File: src/rtl/ed25519_in_unpack.sv
// ed25519 input front-end.
// Collects 12 MSB-first 64-bit stream words (scalar, Px, Py) into three
// 256-bit operands. The operands are then offered to the core over one
// parallel valid/ready handshake. While Px and Py stream in, a single serial
// comparator checks each of them against p = 2^255-19.
module ed25519_in_unpack #(
  parameter int DATA_W = 64,
  parameter int PATN_W = 256,
  parameter int N_OPS  = 3
) (
  input  logic              i_clk,
  input  logic              i_rst_n,
  input  logic              i_in_valid,
  output logic              o_in_ready,
  input  logic [DATA_W-1:0] i_in_data,
  input  logic              i_abort,
  output logic              o_op_valid,
  input  logic              i_op_ready,
  output logic [PATN_W-1:0] o_scalar,
  output logic [PATN_W-1:0] o_px,
  output logic [PATN_W-1:0] o_py,
  output logic              o_coord_err
);

  localparam int WPO     = PATN_W / DATA_W;
  localparam int N_WORDS = N_OPS * WPO;

  localparam logic [3:0] LAST_WORD_IDX = 4'(N_WORDS - 1);
  localparam logic [3:0] LAST_PX_IDX   = 4'(2 * WPO - 1);

  typedef enum logic {
    FILL = 1'b0,
    HOLD = 1'b1
  } state_t;

  state_t     state_r;
  logic [3:0] wcnt_r;
  logic       trk_dec_r;
  logic       trk_ge_r;
  logic       err_x_r;

  logic [1:0] op_sel_s;
  logic [1:0] sub_s;
  logic [7:0] slice_lo_s;
  logic       accept_s;
  logic [DATA_W-1:0] p_word_s;
  logic       cur_dec_s;
  logic       cur_ge_s;
  logic       nxt_dec_s;
  logic       nxt_ge_s;
  logic       coord_ge_s;

  // Word of p = 2^255-19 at position idx, MSB word first.
  function automatic logic [63:0] p_word(input logic [1:0] idx);
    logic [63:0] w;
    case (idx)
      2'd0:    w = 64'h7FFF_FFFF_FFFF_FFFF;
      2'd1:    w = 64'hFFFF_FFFF_FFFF_FFFF;
      2'd2:    w = 64'hFFFF_FFFF_FFFF_FFFF;
      2'd3:    w = 64'hFFFF_FFFF_FFFF_FFED;
      default: w = 64'hFFFF_FFFF_FFFF_FFFF;
    endcase
    return w;
  endfunction

  // Word placement, accept qualification and the serial >= p comparison step.
  always_comb begin
    op_sel_s   = wcnt_r[3:2];
    sub_s      = wcnt_r[1:0];
    slice_lo_s = {2'd3 - sub_s, 6'd0};
    accept_s   = (state_r == FILL) && i_in_valid;
    p_word_s   = p_word(sub_s);

    // The tracker restarts on the first word of every coordinate.
    if (sub_s == 2'd0) begin
      cur_dec_s = 1'b0;
      cur_ge_s  = 1'b0;
    end else begin
      cur_dec_s = trk_dec_r;
      cur_ge_s  = trk_ge_r;
    end

    if (cur_dec_s) begin
      nxt_dec_s = 1'b1;
      nxt_ge_s  = cur_ge_s;
    end else if (i_in_data > p_word_s) begin
      nxt_dec_s = 1'b1;
      nxt_ge_s  = 1'b1;
    end else if (i_in_data < p_word_s) begin
      nxt_dec_s = 1'b1;
      nxt_ge_s  = 1'b0;
    end else begin
      nxt_dec_s = 1'b0;
      nxt_ge_s  = 1'b0;
    end

    // Still undecided after the last word means the value equals p exactly.
    if (sub_s == 2'd3) begin
      coord_ge_s = nxt_dec_s ? nxt_ge_s : 1'b1;
    end else begin
      coord_ge_s = 1'b0;
    end
  end

  // Control FSM together with the operand, tracker and error registers.
  always_ff @(posedge i_clk or negedge i_rst_n) begin
    if (!i_rst_n) begin
      state_r     <= FILL;
      wcnt_r      <= 4'd0;
      trk_dec_r   <= 1'b0;
      trk_ge_r    <= 1'b0;
      err_x_r     <= 1'b0;
      o_in_ready  <= 1'b1;
      o_op_valid  <= 1'b0;
      o_coord_err <= 1'b0;
      o_scalar    <= '0;
      o_px        <= '0;
      o_py        <= '0;
    end else if (i_abort) begin
      // An abort drops the job. Operand registers keep their contents.
      state_r     <= FILL;
      wcnt_r      <= 4'd0;
      trk_dec_r   <= 1'b0;
      trk_ge_r    <= 1'b0;
      err_x_r     <= 1'b0;
      o_in_ready  <= 1'b1;
      o_op_valid  <= 1'b0;
      o_coord_err <= 1'b0;
    end else begin
      case (state_r)
        FILL: begin
          if (accept_s) begin
            case (op_sel_s)
              2'd0:    o_scalar[slice_lo_s +: DATA_W] <= i_in_data;
              2'd1:    o_px[slice_lo_s +: DATA_W]     <= i_in_data;
              2'd2:    o_py[slice_lo_s +: DATA_W]     <= i_in_data;
              default: begin end
            endcase
            trk_dec_r <= nxt_dec_s;
            trk_ge_r  <= nxt_ge_s;
            if (wcnt_r == LAST_PX_IDX) begin
              err_x_r <= coord_ge_s;
            end
            if (wcnt_r == LAST_WORD_IDX) begin
              state_r     <= HOLD;
              wcnt_r      <= 4'd0;
              o_in_ready  <= 1'b0;
              o_op_valid  <= 1'b1;
              o_coord_err <= err_x_r | coord_ge_s;
            end else begin
              wcnt_r <= wcnt_r + 4'd1;
            end
          end
        end
        HOLD: begin
          if (i_op_ready) begin
            state_r     <= FILL;
            wcnt_r      <= 4'd0;
            trk_dec_r   <= 1'b0;
            trk_ge_r    <= 1'b0;
            err_x_r     <= 1'b0;
            o_in_ready  <= 1'b1;
            o_op_valid  <= 1'b0;
            o_coord_err <= 1'b0;
          end
        end
        default: begin
          state_r     <= FILL;
          wcnt_r      <= 4'd0;
          o_in_ready  <= 1'b1;
          o_op_valid  <= 1'b0;
          o_coord_err <= 1'b0;
        end
      endcase
    end
  end

endmodule

File: config.mk
export PLATFORM = sky130hd
export DESIGN_NAME = ed25519_in_unpack
export DESIGN_NICKNAME = d
export VERILOG_FILES = /design/src/rtl/ed25519_in_unpack.sv
export SDC_FILE = /design/constraint.sdc
export NUM_CORES = 1
export LEC_CHECK = 0
export ABC_AREA = 1
export BUFFER_PORTS_ARGS = -buffer_cell sky130_fd_sc_hd__buf_4
export CELL_PAD_IN_SITES_DETAIL_PLACEMENT = 1
export CELL_PAD_IN_SITES_GLOBAL_PLACEMENT = 1
export CORE_AREA = 2 2 330 332
export DETAILED_ROUTE_END_ITERATION = 12
export DIE_AREA = 0 0 332 334
export PLACE_DENSITY_LB_ADDON = 0.15
export SETUP_SLACK_MARGIN = 0.15
export SYNTH_ARGS = -nofsm -noshare
export SYNTH_HDL_FRONTEND = slang
export SYNTH_SLANG_ARGS = --single-unit
File: constraint.sdc
create_clock -name i_clk -period 3 [get_ports i_clk]
set_input_delay 0.3 -clock i_clk [delete_from_list [all_inputs] [get_ports i_clk]]
set_output_delay 0.3 -clock i_clk [all_outputs]
set_load 0.03 [all_outputs]
### Word level (Yosys, flattened, before mapping)

Cells that the tools add are included.

* add/sub/neg operators: 3
* $mul: 0
* div/mod/pow operators: 0
* magnitude comparators: 2
* equality and inequality tests: 11
* shifts and indexed selects: 2
* mux-type cells: 47
* bitwise gates (word level): 3
* reductions and logical operators: 10

Operators by type and width (number)
* $bwmux W256: 3
* $shift A64 B10 Y256 const A: 1
* $shiftx A64 B10 Y256: 1
* $pmux W64 S3: 1
* $gt A64 B64 Y1: 1
* $lt A64 B64 Y1: 1
* $mux W1: 31
* $mux W4: 4
* $pmux W1 S2: 7
* $reduce_and A4 Y1: 3
* $neg A8 Y10: 1
* $pmux W4 S2: 1
* $eq A2 B2 Y1 const B: 3
* $ne A3 B2 Y1 const B: 2
* $ne A3 B3 Y1 const B: 2
* $reduce_and A3 Y1: 2
* $add A4 B1 Y4 const B: 1
* $eq A2 B1 Y1 const B: 2
* $eq A4 B3 Y1 const B: 1
* $eq A4 B4 Y1 const B: 1
* $logic_not A2 Y1: 2
* $not A1 Y1: 2
* $reduce_and A2 Y1: 1
* $reduce_or A2 Y1: 1
* 3 further kinds: 3

* flip-flop bits (word level): 779
* latch bits: 0
* bits in writable memories: 0
* ROM bits: 0
* input port bits: 69
* output and inout bits: 771
* logic and storage cells: 89
* memories: 0

### Logic depth before layout (Yosys ltp)

Gate-level depths: netlist (run 1).

* depth in word-level cells: 14
* mapped depth: 16

### Least setup slack after synthesis (run 1)

Ideal clock, no wire load.

* path type: flip-flop to flip-flop
* from: register wcnt_r[0]
* to: register o_scalar[64]
* setup time: 0.127 ns
* arrival time: 2.240 ns
* required time: 2.873 ns
* setup slack: 0.632 ns
* stages on the path, launching flop included: 12
* buffers on the path: 4
* cells stage by stage: dfrtp_1 -> clkbuf_1 -> inv_1 -> clkbuf_1 -> ha_1 -> inv_1 -> nor2_1 -> inv_1 -> buf_2 -> buf_1 -> nor2_1 -> mux2_1

* longest elaborated chain between the ends: 4
* elaborated cells on any way between the ends: 5
* classes of those cells: add/sub: 2; shift: 2; mux: 1

Ends and longest elaborated chain
* start, declared: RTL line 37 `logic [3:0] wcnt_r;`
* start signal, assigned: RTL line 151 `wcnt_r <= wcnt_r + 4'd1;`
* $sub A2 B2 Y2 *: RTL line 70 `slice_lo_s = {2'd3 - sub_s, 6'd0};`
* $neg A8 Y10 *: RTL line 134 `2'd0: o_scalar[slice_lo_s +: DATA_W] <= i_in_data;`
* $shiftx A64 B10 Y256 or $shift A64 B10 Y256 (tied branches): RTL line 134
* $bwmux W256 *: RTL line 134
* end signal, assigned by index: RTL line 134
* end, declared: RTL line 19 `output logic [PATN_W-1:0] o_scalar,`

Mark *: on every way between the ends. The rest lies on a longest branch, timed or not.
A chain may end at the register's enable or synchronous reset.

### Worst setup path in the final report (run 1)

* from: register wcnt_r[0]
* to: register o_coord_err

* longest elaborated chain between the ends: 14
* elaborated cells on any way between the ends: 25
* classes of those cells: order compare: 2; eq/ne: 5; mux: 14; bitwise: 1; reduce/logical: 3

Ends and longest elaborated chain
* $eq A2 B2 Y1 or $eq A2 B1 Y1 (tied branches): RTL line 56 `case (idx)`
* $reduce_or A2 Y1 (no line)
* $pmux W64 S3: RTL line 56
* $lt A64 B64 Y1: RTL line 89 `end else if (i_in_data < p_word_s) begin`
* $mux W1: RTL line 89
* $mux W1: RTL line 86 `end else if (i_in_data > p_word_s) begin`
* $mux W1: RTL line 83 `if (cur_dec_s) begin`
* $mux W1: RTL line 99 `coord_ge_s = nxt_dec_s ? nxt_ge_s : 1'b1;`
* $mux W1: RTL line 98 `if (sub_s == 2'd3) begin`
* $or A1 B1 Y1: RTL line 149 `o_coord_err <= err_x_r | coord_ge_s;`
* $mux W1: RTL line 144 `if (wcnt_r == LAST_WORD_IDX) begin`
* $mux W1: RTL line 132 `if (accept_s) begin`
* $pmux W1 S2: RTL line 130 `case (state_r)`
* $mux W1: RTL line 119 `end else if (i_abort) begin`
* end signal, assigned: RTL line 149
* end, declared: RTL line 22 `output logic o_coord_err`

Parallel ways exist; a longest one is shown, timed or not. The select of a mux whose other input is x is not followed.

==> results of run 1 <==
report_power, final:
group	switching (mW)	internal (mW)
logic	8.05	3.92
clock network	4.44	6.47
registers	1.04	12.1
total	13.5	22.5
sequential cells by signal, summed over array words and instances (netlist names):
signal and cells:
o_coord_err 1, state_r 1, err_x_r 1, o_px 256, wcnt_r 4, trk_dec_r 1
o_op_valid 1, trk_ge_r 1, o_scalar 256, o_in_ready 1, o_py 256
stage by stage:
step / hold WS, ns / power, mW / setup slack, ns
2_1_floorplan: 0.00441 / 19.5 / 0.632
3_3_place_gp: 0.422 / 25.1 / 0.574
4_1_cts: 0.0374 / 36.5 / 0.503
6_report: 0.0842 / 36.0 / 0.491
3_5_place_dp: 0.429 / 25.4 / 0.529
5_1_grt: 0.0790 / 37.6 / 0.222
layout make-up:
type	instances	area (µm²)	share of cell area
tap	1414	1770	0.0416
clock inverter	27	280	0.00659
sequential	779	19500	0.458
multi-input combinational	1261	10800	0.254
inverter	89	337	0.00791
timing repair buffer	907	7210	0.170
antenna	2	5.00	0.000118
clock buffer	132	2630	0.0618
cells by family after synthesis:
group,share of synthesized area
flip-flops,0.619
multiplexers,0.275
AND/OR/NAND/NOR,0.0620
buffers and inverters,0.0380
AO/OA/AOI/OAI,0.00199
adder cells (fa/ha/maj),0.00397
cells in the final DEF, fill, tap and decap left out, types with 2 or more instances in the layout:
cell type / netlist / routed
inv_6: 0 / 4
inv_1: 88 / 86
nor2_4: 12 / 12
bufinv_16: 0 / 5
mux2_2: 691 / 691
nand4_1: 17 / 17
diode_2: 0 / 2
buf_12: 0 / 31
clkinvlp_4: 0 / 2
a21oi_1: 3 / 3
dfrtp_1: 778 / 778
clkbuf_16: 0 / 89
nor2_1: 299 / 299
nand2_4: 3 / 5
clkinv_2: 0 / 18
clkbuf_8: 0 / 24
o21ai_0: 8 / 8
clkbuf_1: 23 / 19
nand2_1: 129 / 127
ha_1: 10 / 10
buf_4: 0 / 872
mux2_1: 77 / 77
nor3_1: 2 / 2
dlygate4sd3_1: 0 / 3
nand3_1: 7 / 6
path summary, 6_finish.rpt:
check / start / end / cells past startpoint
setup reg to reg: wcnt_r[0]$_DFFE_PN0P_ / o_coord_err$_DFFE_PN0P_ / 12
hold / removal: i_abort / wcnt_r[2]$_DFFE_PN0P_ / 4
min in group asynchronous: i_rst_n / o_px[98]$_DFFE_PN0P_ / 2
hold reg to reg: o_py[251]$_DFFE_PN0P_ / o_py[251]$_DFFE_PN0P_ / 1
max in group asynchronous: i_rst_n / o_px[108]$_DFFE_PN0P_ / 3
setup / recovery: wcnt_r[0]$_DFFE_PN0P_ / o_coord_err$_DFFE_PN0P_ / 12
worst max-delay path, delay by kind of cell, from the launching register on:
| kind | cells | cell delay, ns |
|---|---|---|
| flip-flops | 1 | 0.43 |
| buffers and inverters | 2 | 0.40 |
| AO/OA/AOI/OAI | 1 | 0.11 |
| AND/OR/NAND/NOR | 7 | 0.83 |
| adder cells (fa/ha/maj) | 2 | 0.65 |
layer usage:
layer | vias to the layer above | GRT usage | share of wire
li1 | 9354 | - | -
met1 | 11400 | 0.272 | 0.39
met3 | 186 | 0.0552 | 0.059
met4 | 8 | 0.0917 | 0.039
met2 | 659 | 0.416 | 0.51
met5 | - | 0 | 0.00042
==> run metrics, run 1 <==
grt total ovfl=0; post-DP HPWL=99.3 mm; post-synth top area share=0.618; critical path arrival=3.05 ns; Chip Height=334 µm; htree depth=3; post-synth top area cell=dfrtp_1; Least-Margin Pin Slew=0.900 ns; Slew HR=0.400; CP max stage cell=dfrtp_1; antenna viol nets, final=0; Max Root-Sink Buffers=3; die width=332 µm; final cycle utilization of the critical path=0.836; IO buf count=839; Pwr per Cell Area=846 nW/µm²; most frequent cells after synthesis=778 x dfrtp_1, 691 x mux2_2, 299 x nor2_1; Mapped Cells=2,234; share of cells above drive strength 1=0.551; Clock Skew=0.0134 ns; setup slack, reg-to-reg=0.49 ns; GR Util All Layers=0.234; hold_buf cts=3; setup violators final=0; wire per inst=28.6 µm; crit path cell chain=buf_4 > ha_1 > inv_1 > ha_1 > nor2_1 > nand2_1 > nor3_1 > a21oi_1 > nand2_1 > nand3_1 > nand2_1 > nand2_1; Via density=4.69; drc violations=0; fin nets=3,205; later-pin clock latency in the skew report=0.66 ns; startpoint types=flop; initial antenna violation count=11; YS warnings=0; Root Buffer=clkbuf_16; # IOs=840; core footprint=108,000 µm²; endpoint class of the critical path=flop; initial DRC count=785; 1st-pass router iterations=4; cts repair resizes=0; status=finished, final reports clean; critical path class=flop to flop; Critical Path Fanout Max=7; die area=111,000 µm²; Placed Instances=4,447; setup repair bufs after CTS=0; post-layout instance area=42,500 µm²; Final Routed Wirelength=132 mm; async set-reset flop share out of synthesis=1.00; CTS clk-pin slew, worst paths=0.06 ns; RSZ-0062 raised after global routing=no; most common cell in the netlist=dfrtp_1; TNS Setup=0 ns; Synth Register Bits=779; syn avg cell area=14.1 µm²; CTS tree=done; Final Max Slew Viols=0; CP Data Required Time=3.55 ns; Unique masters post-synth=23; # fillers=11,300; Vias=21,600; cts bufs inserted=88; worst vdd ir=0.471 mV; gpl congestion=0.832; min Tclk post-route=2.51 ns; Peak Freq=399 MHz; post-layout util=0.395; Area after DPL=39,600 µm²; most used cell, CP=nand2_1; Synthesized Nets=2,313; Synth area leaders=dfrtp_1 62%, mux2_2 25%, nor2_1 3.6%; Leak=22.6 nW; Slowest Stage Delay on Critical Path=0.43 ns; row cnt=121; area grow syn2layout=35.1%; max cap viols=0; Mapped Area=31,500 µm²; largest net degree at the start of global routing=72; Hold Vio Cnt, Final=0; number of global-route vias before repair=24,000; global-route wire length before repair=186 mm; Non-Filler Instances=4,611; clock sink count=779; number of synthesized flops with an enable pin=0; Starting Density=0.292; Seq/Total Area, Yosys=0.619; top_reg_cell synth=dfrtp_1; hold crit path type=input pin to flop
No activity file was read; power rests on OpenSTA's default activity.
==> run 2: changes to the inputs <==
ABC_AREA = 0   (was 1)
CORE_AREA = 2 2 326 328   (was 2 2 330 332)
DIE_AREA = 0 0 328 330   (was 0 0 332 334)
clock period = 2.28 ns   (was 3 ns; I/O delays follow)
==> run 2 against run 1 <==
Net effect:
- sequential share of layout area grew 1.7 points
- sequential cell count is the same
- die area shrank 2.4%
- critical path type unchanged
==> run metrics, run 2 <==
status=finished, final reports clean; Mapped Area=28,700 µm²; YS warnings=0; share of cells above drive strength 1=0.290; Critical Path Fanout Max=64; die width=328 µm; drc violations=0; Max Root-Sink Buffers=3; cts bufs inserted=89; post-synth top area share=0.679; number of global-route vias before repair=24,800; endpoint class of the critical path=flop; core footprint=105,000 µm²; Peak Freq=479 MHz; Non-Filler Instances=5,209; htree depth=3; top_reg_cell synth=dfrtp_1; setup violators final=0; # IOs=840; Reg area=19,500 µm²; fin nets=3,830; post-synth top area cell=dfrtp_1; Final Routed Wirelength=132 mm; die area=108,000 µm²; largest net degree at the start of global routing=129; most common cell in the netlist=nand2_1; Chip Height=330 µm; critical path class=flop to flop; Vias=24,100; most frequent cells in the layout=1,028 x nand2_1, 875 x buf_4, 776 x dfrtp_1; CTS tree=done; post-layout util=0.392; area of the multi-input gates=8550 µm²; final hold slack=0.0402 ns; CTS clk-pin slew, worst paths=0.06 ns; Hold Vio Cnt, Final=0; global-route wire length before repair=184 mm; Seq/Total Area, Yosys=0.680; initial antenna violation count=8; Slew HR=0.533; Mapped Cells=2,870; GR Util All Layers=0.236; RSZ-0062 raised after global routing=yes; CP Data Required Time=2.79 ns; syn avg cell area=10.0 µm²; final cycle utilization of the critical path=0.916; post-DP HPWL=95.6 mm; clock sink count=779; Leak=20.0 nW; # fillers=11,800; critical path arrival=2.60 ns; Starting Density=0.274; Unique masters post-synth=38; wire per inst=25.3 µm; Placed Instances=4,981; power after layout=36.2 mW; Area after DPL=37,100 µm²; antenna viol nets, final=0; post-layout instance area=41,000 µm²; Final Max Slew Viols=0; Synthesized Nets=2,949; initial DRC count=1,152; async set-reset flop share out of synthesis=1.00; startpoint types=flop; 1st-pass router iterations=4; final worst slack=0.190 ns; max cap viols=0; row cnt=119; hold crit path type=input pin to asynchronous set/reset pin; Synth area leaders=dfrtp_1 68%, nand2_1 14%, o21ai_0 13%; TNS Setup=0 ns; Clock Skew=0.0344 ns; pre-CTS setup slack=-0.327 ns; worst vdd ir=0.517 mV; top flop regs=o_px x256, o_py x256, o_scalar x256; area grow syn2layout=43.0%; later-pin clock latency in the skew report=0.68 ns; min Tclk post-route=2.09 ns; Pwr per Cell Area=882 nW/µm²; Root Buffer=clkbuf_16; Via density=4.63; grt total ovfl=0; Least-Margin Pin Slew=0.700 ns; IO buf count=839; Synth Register Bits=779; gpl congestion=0.797; most common cell after layout, fill and taps aside=nand2_1; most frequent cells after synthesis=1,047 x nand2_1, 778 x dfrtp_1, 749 x o21ai_0; number of synthesized flops with an enable pin=0
## run 2: cell types whose count changed after synthesis, sizes merged, moves of 83 or more
| cell | delta |
|---|---|
| clkbuf | +110 |
| o21ai | +766 |
| inv | -83 |
| nor2 | -309 |
| nand2 | +915 |
| mux2 | -768 |
## run 2: final timing paths
| check | depth (start not counted) | startpoint | end | slack [ns] |
|---|---|---|---|---|
| worst max register to register | 7 | state_r$_DFF_PN0_ | o_py[233]$_DFFE_PN0P_ | 0.19 |
| max in group asynchronous | 4 | i_rst_n | o_px[199]$_DFFE_PN0P_ | 1.26 |
| worst max-delay path | 7 | state_r$_DFF_PN0_ | o_py[233]$_DFFE_PN0P_ | 0.19 |
| worst min register to register | 2 | o_px[151]$_DFFE_PN0P_ | o_px[151]$_DFFE_PN0P_ | 0.48 |
| worst min-delay path | 2 | i_rst_n | o_px[119]$_DFFE_PN0P_ | 0.04 |
| min in group i_clk | 4 | i_in_data[60] | o_px[124]$_DFFE_PN0P_ | 0.08 |
## run 2: layout make-up
| cell class | count | area share |
|---|---|---|
| multi-input cells | 1889 | 0.208 |
| diodes | 3 | 0.000183 |
| well taps | 1391 | 0.0424 |
| clock inverters | 33 | 0.0117 |
| inverters | 6 | 0.000671 |
| repair buffers | 986 | 0.199 |
| clock buffers | 122 | 0.0625 |
| flip-flops and latches | 779 | 0.475 |
## run 2: kinds of logic (layout without fill, tap and decap cells)
group | count (synthesis) | after routing | share of synthesized area
adder cells (fa/ha/maj) | 10 | 10 | 0.00436
other | 0 | 3 | 0
flip-flops | 779 | 779 | 0.680
AO/OA/AOI/OAI | 788 | 788 | 0.139
buffers and inverters | 202 | 1147 | 0.0300
AND/OR/NAND/NOR | 1091 | 1091 | 0.148
## run 2: power by group
group	leakage [nW]	switching [mW]	internal [mW]	total [mW]
clock network	1.49	6.07	9.00	15.1
registers	10.8	0.518	14.7	15.2
logic	7.72	4.14	1.79	5.93
## run 2: what timing repair did
item	in CTS	in global routing
endpoints found under the setup margin	215	251
hold buffers	61	0
gates cloned	0	2
gates resized for setup	11	23
setup buffers	3	4
pin swaps	2	12
endpoints found under the hold margin	819	0
## run 2: per-layer routing
metal / global-route usage / part of all wire / vias up / routed length (µm)
li1: - / - / 11200 / -
met1: 0.296 / 0.42 / 12000 / 55200
met2: 0.389 / 0.48 / 693 / 63400
met3: 0.0623 / 0.066 / 181 / 8750
met4: 0.0889 / 0.035 / 0 / 4650
met5: 0 / 0 / - / 0
## run 2: critical path, stage by stage (launching register included)
cell	delay, ns
dfrtp_1	0.41
or3b_4	0.45
nor3b_4	0.20
buf_6	0.18
nand2_4	0.10
buf_16	0.19
nand2_1	0.17
o21ai_0	0.11
==> run 3: changes to the inputs <==
CELL_PAD_IN_SITES_DETAIL_PLACEMENT = 0   (was 1)
==> run 3 against run 2 <==
Net effect:
- wire length shrank 2.8%
- first-iteration DRC count up 8.5%
- sequential power about the same
- highest routed layer is now met5
==> run metrics, run 3 (synthesis gave the netlist of run 2 again) <==
area of the multi-input gates=8550 µm²; later-pin clock latency in the skew report=0.66 ns; share of cells above drive strength 1=0.287; initial antenna violation count=11; CTS clk-pin slew, worst paths=0.07 ns; gpl congestion=0.797; clock sink count=779; Placed Instances=4,981; Chip Height=330 µm; sequential power share=0.427; cts bufs inserted=91; min Tclk post-route=2.07 ns; Leak=19.9 nW; 1st-pass router iterations=5; top flop regs=o_px x256, o_py x256, o_scalar x256; Root Buffer=clkbuf_16; Critical Path Fanout Max=64; Starting Density=0.274; die width=328 µm; Vias=23,800; number of global-route vias before repair=23,400; # IOs=840; P_int=25.0 mW; critical path class=flop to flop; die area=108,000 µm²; endpoint class of the critical path=flop; post-DP HPWL=93.0 mm; Least-Margin Pin Slew=0.698 ns; Slew HR=0.534; clock network power share=0.410; GR Util All Layers=0.229; setup slack, reg-to-reg=0.21 ns; most common cell after layout, fill and taps aside=nand2_1; # fillers=10,600; TNS Setup=0 ns; Hold Vio Cnt, Final=0; RSZ-0062 raised after global routing=yes; hold crit path type=input pin to asynchronous set/reset pin; final cycle utilization of the critical path=0.907; htree depth=3; reg2reg path depth=7; Non-Filler Instances=5,213; NetSw=10.5 mW; Max Root-Sink Buffers=3; Pwr per Cell Area=869 nW/µm²; worst vdd ir=0.566 mV; Clock Skew=0.0134 ns; max cap viols=0; global-route wire length before repair=178 mm; Final Routed Wirelength=128 mm; final hold slack=0.0576 ns; Final Max Slew Viols=0; IO buf count=839; Via density=4.56; FF-to-FF Start=state_r$_DFF_PN0_; critical path arrival=2.58 ns; power after layout=35.5 mW; fin nets=3,834; reg2reg end=o_py[218]$_DFFE_PN0P_; drc violations=0; status=finished, final reports clean; CP Data Required Time=2.80 ns; startpoint types=flop; area grow syn2layout=42.6%; wire per inst=24.6 µm; setup violators final=0; largest net degree at the start of global routing=129; Combinational Power Share=0.164; Reg area=19,500 µm²; Switching Fraction=0.296; Peak Freq=484 MHz; core footprint=105,000 µm²; antenna viol nets, final=0; most frequent cells in the layout=1,026 x nand2_1, 878 x buf_4, 776 x dfrtp_1; CTS tree=done; initial DRC count=1,250; grt total ovfl=0; row cnt=119
==> run 3: cell types whose count changed in the layout (fill, tap and decap cells not counted), sizes merged <==
cell      previous run  this run
clkbuf             124       137
clkinvlp             5         0
bufinv              10         6
clkinv              14        11
diode                3         5
buf                923       924
==> run 3: critical path, cell delays in order, from the launching register on <==
cell     delay [ns]
dfrtp_1        0.42
or3b_4         0.47
nor3b_4        0.20
buf_6          0.18
nand2_4        0.11
buf_16         0.20
nand2_1        0.14
o21ai_0        0.09
==> run 3: power groups by stage <==
stage	sequential, mW	combinational (mW)	clock (mW)
floorplan	17.0	1.04	0
global placement	15.4	5.76	0
detailed placement	15.4	5.78	0
CTS	15.2	5.89	15.0
global route	15.3	6.23	15.5
finish	15.2	5.82	14.6
==> run 3: final cells by class <==
class / count / area share
timing repair buffer: 988 / 0.200
inverter: 6 / 0.000673
multi-input combinational: 1889 / 0.209
clock buffer: 134 / 0.0641
tap: 1391 / 0.0425
antenna: 5 / 0.000306
sequential: 779 / 0.477
clock inverter: 21 / 0.00716
==> run 3: stage by stage <==
stage	utilization	instance area, µm²	setup WS [ns]
after floorplan	-	28700	0.266
after global placement	0.355	37100	-0.272
after detailed placement	0.355	37100	-0.310
after CTS	0.389	40700	0.150
after global routing	0.391	40900	0.0953
final	0.391	40900	0.212
==> run 3: worst max path at each step <==
stage	slack (ns)	startpoint	depth (start not counted)	end
finish	0.21	state_r$_DFF_PN0_	7	o_py[218]$_DFFE_PN0P_
global route	0.1	wcnt_r[1]$_DFFE_PN0P_	7	o_scalar[248]$_DFFE_PN0P_
CTS	0.15	wcnt_r[0]$_DFFE_PN0P_	8	err_x_r$_DFFE_PN0P_
detailed placement	-0.31	wcnt_r[0]$_DFFE_PN0P_	8	err_x_r$_DFFE_PN0P_
global placement	-0.27	wcnt_r[0]$_DFFE_PN0P_	8	o_coord_err$_DFFE_PN0P_
floorplan	0.27	wcnt_r[0]$_DFFE_PN0P_	8	err_x_r$_DFFE_PN0P_
==> run 3: layer usage <==
| layer | vias to the layer above | track usage | share of wire |
|---|---|---|---|
| li1 | 11300 | - | - |
| met1 | 11600 | 0.292 | 0.42 |
| met2 | 701 | 0.376 | 0.48 |
| met3 | 150 | 0.0640 | 0.072 |
| met4 | 2 | 0.0767 | 0.028 |
| met5 | - | 0 | 0.00010 |
==> run 3: timing repair <==
item | in CTS | in global routing
setup endpoints to repair | 111 | 231
endpoints found under the hold margin | 834 | 0
cloned | 0 | 2
setup buffers | 2 | 7
pin swaps | 2 | 13
resized for setup | 9 | 23
hold buffers | 61 | 0
